===== src/rtl/tug_pkg.sv =====
// Shared types and constants for the tug-of-war playfield.
package tug_pkg;

    typedef enum logic [1:0] {
        PLAY,
        WIN,
        OVER
    } state_t;

    localparam logic [1:0] WIN_NONE  = 2'b00;
    localparam logic [1:0] WIN_RIGHT = 2'b01;
    localparam logic [1:0] WIN_LEFT  = 2'b10;

endpackage


===== src/rtl/tug_playfield_edge_pulse.sv =====
// Rising-edge detector: one-cycle pulse when d_i is sampled high after being sampled low.
module edge_pulse (
    input  logic clk,
    input  logic reset,
    input  logic d_i,
    output logic pulse_o
);

    logic d_q;

    always_ff @(posedge clk or posedge reset) begin
        if (reset) begin
            d_q <= 1'b0;
        end else begin
            d_q <= d_i;
        end
    end

    assign pulse_o = d_i & ~d_q;

endmodule


===== src/rtl/tug_playfield.sv =====
// Tug-of-war playfield: one lit position pulled left/right by button presses,
// round wins scored, hold period between rounds, match ends at WIN_SCORE.
//
//   state | meaning
//   PLAY  | one light lit, presses move it or win the round
//   WIN   | round just won, lights dark, waiting HOLD_CYCLES
//   OVER  | match finished, sticky until reset
module tug_playfield
    import tug_pkg::*;
#(
    parameter int NUM_LIGHTS  = 9,
    parameter int SCORE_W     = 3,
    parameter int WIN_SCORE   = 7,
    parameter int HOLD_CYCLES = 4
) (
    input  logic                  clk,
    input  logic                  reset,
    input  logic                  L,
    input  logic                  R,
    output logic [NUM_LIGHTS-1:0] lights,
    output logic [1:0]            round_winner,
    output logic [SCORE_W-1:0]    left_score,
    output logic [SCORE_W-1:0]    right_score,
    output logic                  game_over
);

    localparam int HW = $clog2(HOLD_CYCLES + 1);
    localparam int C  = (NUM_LIGHTS - 1) / 2;
    localparam logic [NUM_LIGHTS-1:0] CENTRE    = {{(NUM_LIGHTS-1){1'b0}}, 1'b1} << C;
    localparam logic [HW-1:0]         HOLD_LAST = HW'(HOLD_CYCLES - 1);
    localparam logic [SCORE_W-1:0]    SCORE_MAX = SCORE_W'(WIN_SCORE);

    logic press_l;
    logic press_r;

    state_t                  state_q;
    logic [NUM_LIGHTS-1:0]   lights_q;
    logic [1:0]              winner_q;
    logic [SCORE_W-1:0]      left_q;
    logic [SCORE_W-1:0]      right_q;
    logic [HW-1:0]           hold_q;
    logic                    over_q;

    edge_pulse u_edge_l (
        .clk     (clk),
        .reset   (reset),
        .d_i     (L),
        .pulse_o (press_l)
    );

    edge_pulse u_edge_r (
        .clk     (clk),
        .reset   (reset),
        .d_i     (R),
        .pulse_o (press_r)
    );

    always_ff @(posedge clk or posedge reset) begin
        if (reset) begin
            state_q  <= PLAY;
            lights_q <= CENTRE;
            winner_q <= WIN_NONE;
            left_q   <= '0;
            right_q  <= '0;
            hold_q   <= '0;
            over_q   <= 1'b0;
        end else begin
            case (state_q)
                PLAY: begin
                    // Simultaneous presses cancel out.
                    if (press_l && !press_r) begin
                        if (lights_q[NUM_LIGHTS-1]) begin
                            lights_q <= '0;
                            winner_q <= WIN_LEFT;
                            left_q   <= left_q + SCORE_W'(1);
                            hold_q   <= '0;
                            state_q  <= WIN;
                        end else begin
                            lights_q <= lights_q << 1;
                        end
                    end else if (press_r && !press_l) begin
                        if (lights_q[0]) begin
                            lights_q <= '0;
                            winner_q <= WIN_RIGHT;
                            right_q  <= right_q + SCORE_W'(1);
                            hold_q   <= '0;
                            state_q  <= WIN;
                        end else begin
                            lights_q <= lights_q >> 1;
                        end
                    end
                end
                WIN: begin
                    if (hold_q == HOLD_LAST) begin
                        if (left_q == SCORE_MAX || right_q == SCORE_MAX) begin
                            state_q <= OVER;
                            over_q  <= 1'b1;
                        end else begin
                            state_q  <= PLAY;
                            lights_q <= CENTRE;
                            winner_q <= WIN_NONE;
                        end
                    end else begin
                        hold_q <= hold_q + HW'(1);
                    end
                end
                OVER: begin
                end
                default: state_q <= PLAY;
            endcase
        end
    end

    assign lights       = lights_q;
    assign round_winner = winner_q;
    assign left_score   = left_q;
    assign right_score  = right_q;
    assign game_over    = over_q;

endmodule


===== config.mk =====
export PLATFORM = sky130hd
export DESIGN_NAME = tug_playfield
export DESIGN_NICKNAME = d
export VERILOG_FILES = /design/src/rtl/tug_pkg.sv /design/src/rtl/tug_playfield_edge_pulse.sv /design/src/rtl/tug_playfield.sv
export SDC_FILE = /design/constraint.sdc
export NUM_CORES = 1
export LEC_CHECK = 0
export ABC_AREA = 1
export BUFFER_PORTS_ARGS = -buffer_cell sky130_fd_sc_hd__buf_2
export CAP_MARGIN = 20
export CORE_ASPECT_RATIO = 1.1
export CORE_MARGIN = 8
export CORE_UTILIZATION = 30
export CTS_CLUSTER_SIZE = 20
export DETAILED_ROUTE_END_ITERATION = 6
export SETUP_SLACK_MARGIN = 0.02
export SYNTH_ARGS = -nofsm -noshare
export SYNTH_HDL_FRONTEND = slang
export SYNTH_SLANG_ARGS = --single-unit

===== constraint.sdc =====
create_clock -name clk -period 1.9 [get_ports clk]
set_input_delay 0.285 -clock clk [delete_from_list [all_inputs] [get_ports clk]]
set_output_delay 0.285 -clock clk [all_outputs]
set_load 0.01 [all_outputs]

# Word-level counts from Yosys, hierarchy flattened
# Index checks and enable logic that the tools add are counted.
[word_totals]
regBits = 25
out_inout_bits = 18
elab_cells = 68
[classes]
n_addsub = 3
eq_ne = 11
mux = 25
bitwise_logic = 6
reduce_logical = 14
[ops]
columns = ["op", "n"]
rows = [
  ["$mux 9", 5],
  ["$mux 2", 10],
  ["$pmux 9 s2", 1],
  ["$mux 3", 5],
  ["$reduce_and 5->1", 2],
  ["$add 3x1->3 const B", 3],
  ["$ne 3x3->1 const B", 3],
  ["$mux 8", 1],
  ["$reduce_and 4->1", 2],
  ["$eq 3x3->1 const B", 2],
  ["$ne 2x2->1 const B", 3],
  ["$pmux 2 s3", 1],
  ["$pmux 3 s2", 1],
  ["$reduce_and 3->1", 2],
  ["$reduce_and 6->1", 1],
  ["$not 1->1", 4],
  ["$pmux 2 s2", 1],
  ["$eq 3x2->1 const B", 1],
  ["$and 1x1->1", 2],
  ["$eq 2x1->1 const B", 1],
  ["$eq 2x2->1 const B", 1],
  ["$logic_and 1x1->1", 2],
  ["$logic_not 1->1", 2],
  ["$logic_not 2->1", 1],
  ["other kinds (2)", 2],
]

# Logic depth before layout (Yosys ltp)
# Gate-level depths: netlist (run 1).
[logic_depth]
depth_word = 7
depth_mapped = 11
mapped_depth_nobuf = 11

# Modules after synthesis
# From an unflattened synthesis (run 1), not the netlist that was laid out.
[hier_totals]
cells_unflattened = 158
area_unflattened_um2 = 1331.3
[modules_own_cells]
columns = ["mod", "instances", "cells_each", "area_each_um2", "seq_area_each_um2"]
rows = [
  ["tug_playfield", 1, 150, 1253.7, 576.8],
  ["edge_pulse", 2, 4, 38.8, 25.0],
]

# Least setup slack after synthesis (run 1)
# OpenSTA, ideal clock, no wires.
[synth_path]
path_type = "register -> register"
from = "reg u_edge_l.d_q"
to = "reg lights_q[8] (netlist: lights[8])"
arrival_time_ns = 1.424
path_slack_ns = 0.359
stages_incl_launch_ff = 9
period_less_slack_ns = 1.541
path_cell_list = "dfrtp_1 nor2_1 inv_1 ha_1 a21oi_4 nand2_4 buf_6 nand2_2 o21ai_2"
[synth_via]
elab_chain_cells = 6
elab_cells_between_ends = 9
classes_between = "1 x eq/ne; 2 x mux; 2 x bitwise; 4 x reduce/logical"
[synth_lines]
columns = ["item", "line", "text"]
rows = [
  ["from (decl)", "tug_playfield_edge_pulse.sv:9", "logic d_q;"],
  ["from (signal assigned)", "tug_playfield_edge_pulse.sv:15", "d_q <= d_i;"],
  ["$not 1->1 *", "tug_playfield_edge_pulse.sv:19", "assign pulse_o = d_i & ~d_q;"],
  ["$and 1x1->1 *", "tug_playfield_edge_pulse.sv:19", ""],
  ["$logic_not 1->1", "tug_playfield.sv:81", "end else if (press_r && !press_l) begin"],
  ["$logic_and 1x1->1", "tug_playfield.sv:81", ""],
  ["$ne 3x3->1 (no source line)", "--", ""],
  ["$reduce_and 4->1 (no source line)", "--", ""],
  ["to (signal assigned)", "tug_playfield.sv:79", "lights_q <= lights_q << 1;"],
  ["to (signal assigned)", "tug_playfield.sv:89", "lights_q <= lights_q >> 1;"],
  ["to (decl)", "tug_playfield.sv:37", "logic [NUM_LIGHTS-1:0] lights_q;"],
]
# Every way passes the cells marked *; elsewhere a longest branch is shown, timed or not.
# A chain may end at the register's enable or synchronous reset.

# Worst setup path after layout (run 1)
[layout_path]
from = "reg u_edge_l.d_q"
to = "reg lights_q[7] (netlist: lights[7])"
# The elaborated chain is that of the path after synthesis.

==> results of run 1 <==
## cell families (layout without fill, tap and decap cells)
kind of cell	Yosys count	in the layout	synth area share, %
buffers and inverters	25	50	8.064
adders and majority gates	9	9	8.539
and+or+nand+nor	82	82	27.04
xor gates and xnor gates	2	2	1.329
DFF	25	25	47.53
AOI/OAI and AO/OA	13	13	7.496
## state kept, by name, indices dropped and copies added, names as in the netlist
name,flops
u_edge_r.d_q,1
hold_q,3
left_score,3
right_score,3
u_edge_l.d_q,1
lights,9
round_winner,2
game_over,1
state_q,2
## per-layer routing
layer / wire, µm / global-route usage [%] / up-vias
met3: 125 / 1.674 / 5
met4: 72 / 5.565 / 0
li1: - / - / 536
met5: 0 / 0 / -
met2: 1277 / 13.61 / 18
met1: 1159 / 9.688 / 481
## layout by cell type, fill, tap and decap left out, drive strengths merged
cell type	n
a21oi	4
buf	22
clkbuf	4
clkinv	1
dfrtp	24
dfstp	1
ha	9
inv	23
nand2	57
nand3	12
nand3b	1
nand4	5
nor2	7
o21ai	9
xnor2	2
## Yosys cell counts
cell,n,area (µm²)
inv_1,20,75.07
ha_1,9,112.6
a21oi_4,1,16.27
clkinv_1,1,3.750
nor2_1,7,26.28
nand2_2,1,6.260
inv_2,2,7.510
dfrtp_1,24,600.6
dfstp_2,1,26.28
inv_6,1,8.760
nand2_1,54,202.7
o21ai_2,3,26.28
nand4_1,5,31.28
xnor2_1,2,17.52
nand3b_1,1,7.510
a21oi_1,3,15.01
nand2_4,2,22.52
o21ai_4,1,16.27
nand3_1,12,60.06
buf_6,1,11.26
o21ai_0,5,25.02
## critical path, cell delays in order, from the launching register on
cell and delay, ns:
dfrtp_1 0.37, nor2_1 0.19, inv_1 0.07, ha_1 0.33, a21oi_4 0.25, nand2_4 0.15
clkinv_1 0.14, nand2_1 0.07, nand2_1 0.06
## worst paths after layout
path	endpoint	cells after the start
worst max-delay path	lights[7]	8
worst min-delay path	right_score[2]	3
worst max register to register	lights[7]	8
worst min register to register	round_winner[1]	2
max in group asynchronous	lights[4]	3
min in group clk	u_edge_l.d_q	1
## area by class of cell
type / instances / share of cell area, %
Clock buffer: 4 / 2.939
Inverter: 24 / 6.204
Multi-Input combinational cell: 106 / 38.20
Sequential cell: 25 / 40.90
Tap cell: 54 / 4.408
Timing Repair Buffer: 22 / 7.347
## metrics by stage
step                instance area, µm²  setup slack [ns]  instances  utilization (%)  hold slack, ns
floorplan                         1319            0.3586        156                -          0.3116
global placement                  1488            0.2224        231            34.97          0.3542
detailed placement                1488            0.1768        231            34.97          0.3562
CTS                               1533            0.1776        235            36.03         0.05543
global route                      1533           0.04135        235            36.03         0.06728
finish                            1533            0.2029        235            36.03         0.04543
## power by group through the flow
stage	registers, W	clock network [W]	logic [W]
floorplan	0.000777	0	0.000441
global placement	0.000754	0	0.000622
detailed placement	0.000758	0	0.000631
CTS	0.000748	0.000332	0.000637
global route	0.000766	0.000355	0.000728
finish	0.000744	0.000317	0.000621
==> flow_summary.yaml, run 1 <==
status:
  status: "complete, no violations"
power_and_ir_drop:
  switching_share_pct: 39.37
  p_sw_w: 0.0006620
  comb_power_share_pct: 36.9
  worst_ir_drop_vdd_mv: 0.2930
  power.share.sequential_pct: 44.2
  power_frac_clock_pct: 18.8
  cellPowerDensity_nw_per_um2: 1097
  leakage_nw: 0.8362
  p_int_w: 0.001020
  finalPower_w: 0.001682
clocking:
  hold_buffers: 0
  cts_max_path_buffers: 2
  tritoncts: "built"
  cts_sinks: 25
  post_cts_buffers: 0
  postCtsResizedCells: 0
  cts_root_buf: "clkbuf_8"
  htree_num_levels: 1
  clock_latency_ns: 0.27
  clk_pin_slew_ns: 0.08
  cts_buffers: 3
placed_design:
  port_buffers: 21
  gp_congestion: 0.7698
  hpwl_um: 2000
yosys:
  avgSynthCellArea_um2: 8.454
  syn-cell-area_um2: 1319
  synth_seq_area_share_pct: 47.53
  synth_seq_cells: 25
  ys_warn_count: 0
  synth.distinct_cells: 21
  synth.net_count: 169
  postSynthCellCount: 156
timing:
  rsz0062_at_grt: "no"
  slew_headroom_pct: 76.96
  setup_viol: 0
  finalCritPeriodShare_pct: 89.32
  tightest_slew_ns: 0.3444
  finClkSkew_ns: 0.002531
  period_minus_slack_ns: 1.697
  max_freq_ghz: 0.5892
  finalSetupTns_ns: 0
  drv_slew: 0
  hold_viol: 0
setup_path:
  r2r_setup_slack_ns: 0.20
  worst-setup-path-type: "flip-flop to flip-flop"
  cp.required_ns: 2.11
  cp_max_fo: 13
  rr_startpoint: "u_edge_l.d_q"
  worstPathArrival_ns: 1.91
  startpoint: "u_edge_l.d_q"
  crit_path_end_kind: "flip-flop"
  critPathLaunchType: "flip-flop"
floorplanning:
  start_util_pct: 31.00
  coreArea_um2: 4254
  pin_count: 22
  die_h_um: 85.54
  dieArea_um2: 6776
  row_count: 25
  die_w_um: 79.22
drt:
  wl_um: 2635
  drc: 0
  route.vias.total: 1040
  route.antenna.remaining_nets: 0
  vias_per_cell: 4.426
  dr.pass1.iters: 4
  wl_per_cell_um: 11.21
  drtIter0Drc: 57
global_route:
  grt_overflow: 0
  grt_usage_pct: 8.379
  grt_pass1_vias: 1012
  grt_first_pass_wirelength_um: 4643
  antenna_found_initial: 0
  grt_max_degree: 26
cells_and_area:
  multi_input_area_um2: 585.6
  diodes: 0
  nets: 195
  areaGrowthSynthToFinish_pct: 16.22
  seq_area_um2: 626.9
  layout-drive-gt1-share_pct: 20.44
  fill_cells: 462
hold_path:
  hold_path_class: "input pin to async pin"
flow_run:
  maxCapViolations: 0
(Power assumes the default switching activity.)
==> run 2: changes to the inputs <==
Settings changed: PLACE_DENSITY set to 0.5.
==> flow_summary.yaml, run 2 (synthesized netlist as in run 1, its figures left out) <==
status:
  status: "complete, no violations"
cells_and_area:
  layout-drive-gt1-share_pct: 20.99
  layout_common_cells: "54 x nand2_1, 24 x dfrtp_1, 21 x buf_2"
  final_common_cell: "nand2_1"
  diodes: 0
  nets: 195
  fill_cells: 455
  fin_util_pct: 36.06
  largest_reg_flops: 9
  areaGrowthSynthToFinish_pct: 16.32
  final_cells: 235
  final_area_um2: 1534
clocking:
  tritoncts: "built"
  postCtsResizedCells: 0
  htree_num_levels: 1
  cts_buffers: 3
  clock_latency_ns: 0.27
  cts_sinks: 25
  post_cts_buffers: 0
  clk_pin_slew_ns: 0.09
  cts_max_path_buffers: 2
  cts_root_buf: "clkbuf_8"
  hold_buffers: 0
setup_path:
  worstPathArrival_ns: 1.91
  cp_max_fo: 13
  worst-setup-path-type: "flip-flop to flip-flop"
  cp.required_ns: 2.11
  critPathLaunchType: "flip-flop"
  crit_path_end_kind: "flip-flop"
power_and_ir_drop:
  worst_ir_drop_vdd_mv: 0.3455
  p_sw_w: 0.0006747
  cellPowerDensity_nw_per_um2: 1103
  p_int_w: 0.001018
  comb_power_share_pct: 36.9
  power_frac_clock_pct: 19.1
  power.share.sequential_pct: 44.0
  leakage_nw: 0.8389
  switching_share_pct: 39.86
floorplanning:
  coreArea_um2: 4254
  pin_count: 22
  dieArea_um2: 6776
  row_count: 25
  start_util_pct: 31.00
  die_w_um: 79.22
  die_h_um: 85.54
flow_run:
  maxCapViolations: 0
placed_design:
  place_inst: 231
  post_dp_cell_area_um2: 1488
  port_buffers: 21
  gp_congestion: 0.8323
  hpwl_um: 2168
timing:
  hold_viol: 0
  timing.hold.ws_ns: 0.006223
  rsz0062_at_grt: "no"
  finClkSkew_ns: 0.001273
  period_minus_slack_ns: 1.694
  setup_viol: 0
  tightest_slew_ns: 0.4644
  finalSetupTns_ns: 0
  drv_slew: 0
  max_freq_ghz: 0.5905
  finalCritPeriodShare_pct: 89.13
  slew_headroom_pct: 69.01
global_route:
  grt_first_pass_wirelength_um: 5016
  grt_max_degree: 15
  grt_overflow: 0
  grt_pass1_vias: 1105
  grt_usage_pct: 9.026
  antenna_found_initial: 0
drt:
  route.antenna.remaining_nets: 0
  wl_per_cell_um: 11.75
  vias_per_cell: 4.421
  route.vias.total: 1039
  drc: 0
  wl_um: 2762
  drtIter0Drc: 48
  dr.pass1.iters: 4
hold_path:
  hold_path_class: "input pin to async pin"
run 2: cell types whose count changed in the layout (fill, tap and decap cells not counted), sizes merged:
cell	change
clkinv	+1
clkbuf	-1
run 2: path summary, 6_finish.rpt:
path	start	end	slack (ns)	cells past startpoint
max reg2reg	u_edge_l.d_q	lights[7]	0.21	8
max	u_edge_l.d_q	lights[7]	0.21	8
min in group clk	R	u_edge_r.d_q	0.13	1
min reg2reg	hold_q[2]	hold_q[2]	0.48	2
max in group asynchronous	reset	hold_q[1]	1.33	3
min	reset	u_edge_r.d_q	0.006	2
run 2: through the flow:
| stage | total power [W] | worst slack [ns] |
|---|---|---|
| 6_report | 0.001693 | 0.2065 |
| 5_1_grt | 0.001846 | 0.02944 |
| 4_1_cts | 0.001725 | 0.1956 |
| 3_5_place_dp | 0.001393 | 0.1865 |
| 3_3_place_gp | 0.001373 | 0.2281 |
| 2_1_floorplan | 0.001218 | 0.3586 |
run 2: final cells by class:
class	count	area, µm²	area share [%]
Sequential cell	25	626.9	40.86
Multi-Input combinational cell	106	585.6	38.17
Timing Repair Buffer	22	112.6	7.341
Inverter	24	95.09	6.199
Tap cell	54	67.56	4.405
Clock buffer	3	41.29	2.692
Clock inverter	1	5.005	0.3263
run 2: metal layers:
| metal | up-vias | global-route usage (%) | routed length, µm |
|---|---|---|---|
| li1 | 540 | - | - |
| met1 | 488 | 10.99 | 1261 |
| met2 | 7 | 15.26 | 1413 |
| met3 | 4 | 1.569 | 56 |
| met4 | 0 | 3.541 | 31 |
| met5 | - | 0 | 0 |
run 2: power groups by stage:
stage,Combinational (W),Clock (W),Sequential [W]
2_1_floorplan,0.000441,0,0.000777
3_3_place_gp,0.000621,0,0.000752
3_5_place_dp,0.000636,0,0.000757
4_1_cts,0.000639,0.000339,0.000746
5_1_grt,0.000720,0.000362,0.000763
6_report,0.000624,0.000324,0.000745
run 2: worst max-delay path, stage by stage (launching register included):
cell      delay (ns)
dfrtp_1         0.38
nor2_1          0.19
inv_1           0.07
ha_1            0.33
a21oi_4         0.25
nand2_4         0.16
clkinv_1        0.14
nand2_1         0.06
nand2_1         0.06
==> run 3: changes to the inputs <==
Settings changed: PLACE_DENSITY 0.5 to 0.56.
==> flow_summary.yaml, run 3 (synthesized netlist as in run 1, its figures left out) <==
clocking:
  cts_sinks: 25
  post_cts_buffers: 0
  clk_pin_slew_ns: 0.09
  htree_num_levels: 1
  cts_buffers: 3
  cts_root_buf: "clkbuf_8"
  clock_latency_ns: 0.27
  tritoncts: "built"
  postCtsResizedCells: 0
  cts_max_path_buffers: 2
  hold_buffers: 0
placed_design:
  hpwl_um: 2015
  gp_congestion: 0.7536
  port_buffers: 21
power_and_ir_drop:
  comb_power_share_pct: 37.1
  p_sw_w: 0.0006667
  power_frac_clock_pct: 18.7
  power.share.sequential_pct: 44.1
  leakage_nw: 0.8362
  p_int_w: 0.001020
  worst_ir_drop_vdd_mv: 0.3376
  cellPowerDensity_nw_per_um2: 1101
  finalPower_w: 0.001687
  switching_share_pct: 39.52
cells_and_area:
  areaGrowthSynthToFinish_pct: 16.22
  largest_reg_flops: 9
  diodes: 0
  nets: 195
  layout_common_cells: "54 x nand2_1, 24 x dfrtp_1, 21 x buf_2"
  final_common_cell: "nand2_1"
  layout-drive-gt1-share_pct: 20.44
hold_path:
  hold_path_class: "input pin to async pin"
drt:
  wl_um: 2674
  drc: 0
  dr.pass1.iters: 4
  wl_per_cell_um: 11.38
  vias_per_cell: 4.366
  route.vias.total: 1026
  route.antenna.remaining_nets: 0
  drtIter0Drc: 52
global_route:
  grt_usage_pct: 8.874
  grt_pass1_vias: 1072
  antenna_found_initial: 0
  grt_max_degree: 26
  grt_overflow: 0
  grt_first_pass_wirelength_um: 4850
floorplanning:
  dieArea_um2: 6776
  row_count: 25
  pin_count: 22
  coreArea_um2: 4254
  start_util_pct: 31.00
  die_w_um: 79.22
  die_h_um: 85.54
timing:
  setup_viol: 0
  finClkSkew_ns: 0.004359
  finalCritPeriodShare_pct: 88.84
  period_minus_slack_ns: 1.688
  drv_slew: 0
  tightest_slew_ns: 0.3568
  rsz0062_at_grt: "no"
  max_freq_ghz: 0.5924
  hold_viol: 0
  timing.hold.ws_ns: 0.04891
  finalSetupTns_ns: 0
  slew_headroom_pct: 76.13
setup_path:
  worstPathArrival_ns: 1.90
  crit_path_end_kind: "flip-flop"
  critPathLaunchType: "flip-flop"
  worst-setup-path-type: "flip-flop to flip-flop"
  worstRegToRegCells: 8
  rr_startpoint: "u_edge_l.d_q"
  cp.required_ns: 2.11
  r2r_setup_slack_ns: 0.21
  r2r-end: "lights[4]"
  cp_max_fo: 13
status:
  status: "complete, no violations"
flow_run:
  maxCapViolations: 0
run 3: cell count changes in the layout (fill, tap and decap cells not counted):
cell	before	now
clkbuf_1	0	1
clkinv_2	1	0
run 3: layer usage:
layer,GRT usage [%],up-vias,wire (µm),part of all wire [%]
met3,1.778,5,99,3.7
met1,10.11,468,1211,45
met2,14.88,15,1298,49
met4,5.228,0,65,2.4
met5,0,-,0,0
li1,-,538,-,-
run 3: how the worst max path moves through the flow:
stage | from | to
4_1_cts | u_edge_l.d_q | lights[4]
2_1_floorplan | u_edge_l.d_q | lights[8]
5_1_grt | u_edge_l.d_q | lights[5]
3_5_place_dp | L | lights[4]
3_3_place_gp | L | lights[7]
6_report | u_edge_l.d_q | lights[4]
run 3: final cells by class:
type | count | area (µm²)
Clock buffer | 4 | 45.04
Fill cell | 484 | 2721
Inverter | 24 | 95.09
Multi-Input combinational cell | 106 | 585.6
Sequential cell | 25 | 626.9
Tap cell | 54 | 67.56
Timing Repair Buffer | 22 | 112.6
run 3: stage by stage:
stage / setup WS, ns / instances / util, % / instance area, µm²
after floorplan: 0.3586 / 156 / - / 1319
after global placement: 0.2172 / 231 / 34.97 / 1488
after detailed placement: 0.1812 / 231 / 34.97 / 1488
after CTS: 0.1878 / 235 / 36.03 / 1533
after global routing: 0.02414 / 235 / 36.03 / 1533
final: 0.2120 / 235 / 36.03 / 1533
run 3: power groups by stage:
stage	combinational [W]	sequential, W	clock, W
detailed placement	0.000635	0.000756	0
finish	0.000627	0.000745	0.000316
CTS	0.000643	0.000747	0.000328
global route	0.000723	0.000764	0.000353
global placement	0.000629	0.000753	0
floorplan	0.000441	0.000777	0
run 3: worst max-delay path, cell delays in order, from the launching register on:
cell and delay [ns]:
dfrtp_1 0.37, nor2_1 0.19, inv_1 0.07, ha_1 0.33, a21oi_4 0.25, nand2_4 0.16, clkinv_1 0.14, nand2_1 0.06
nand2_1 0.08
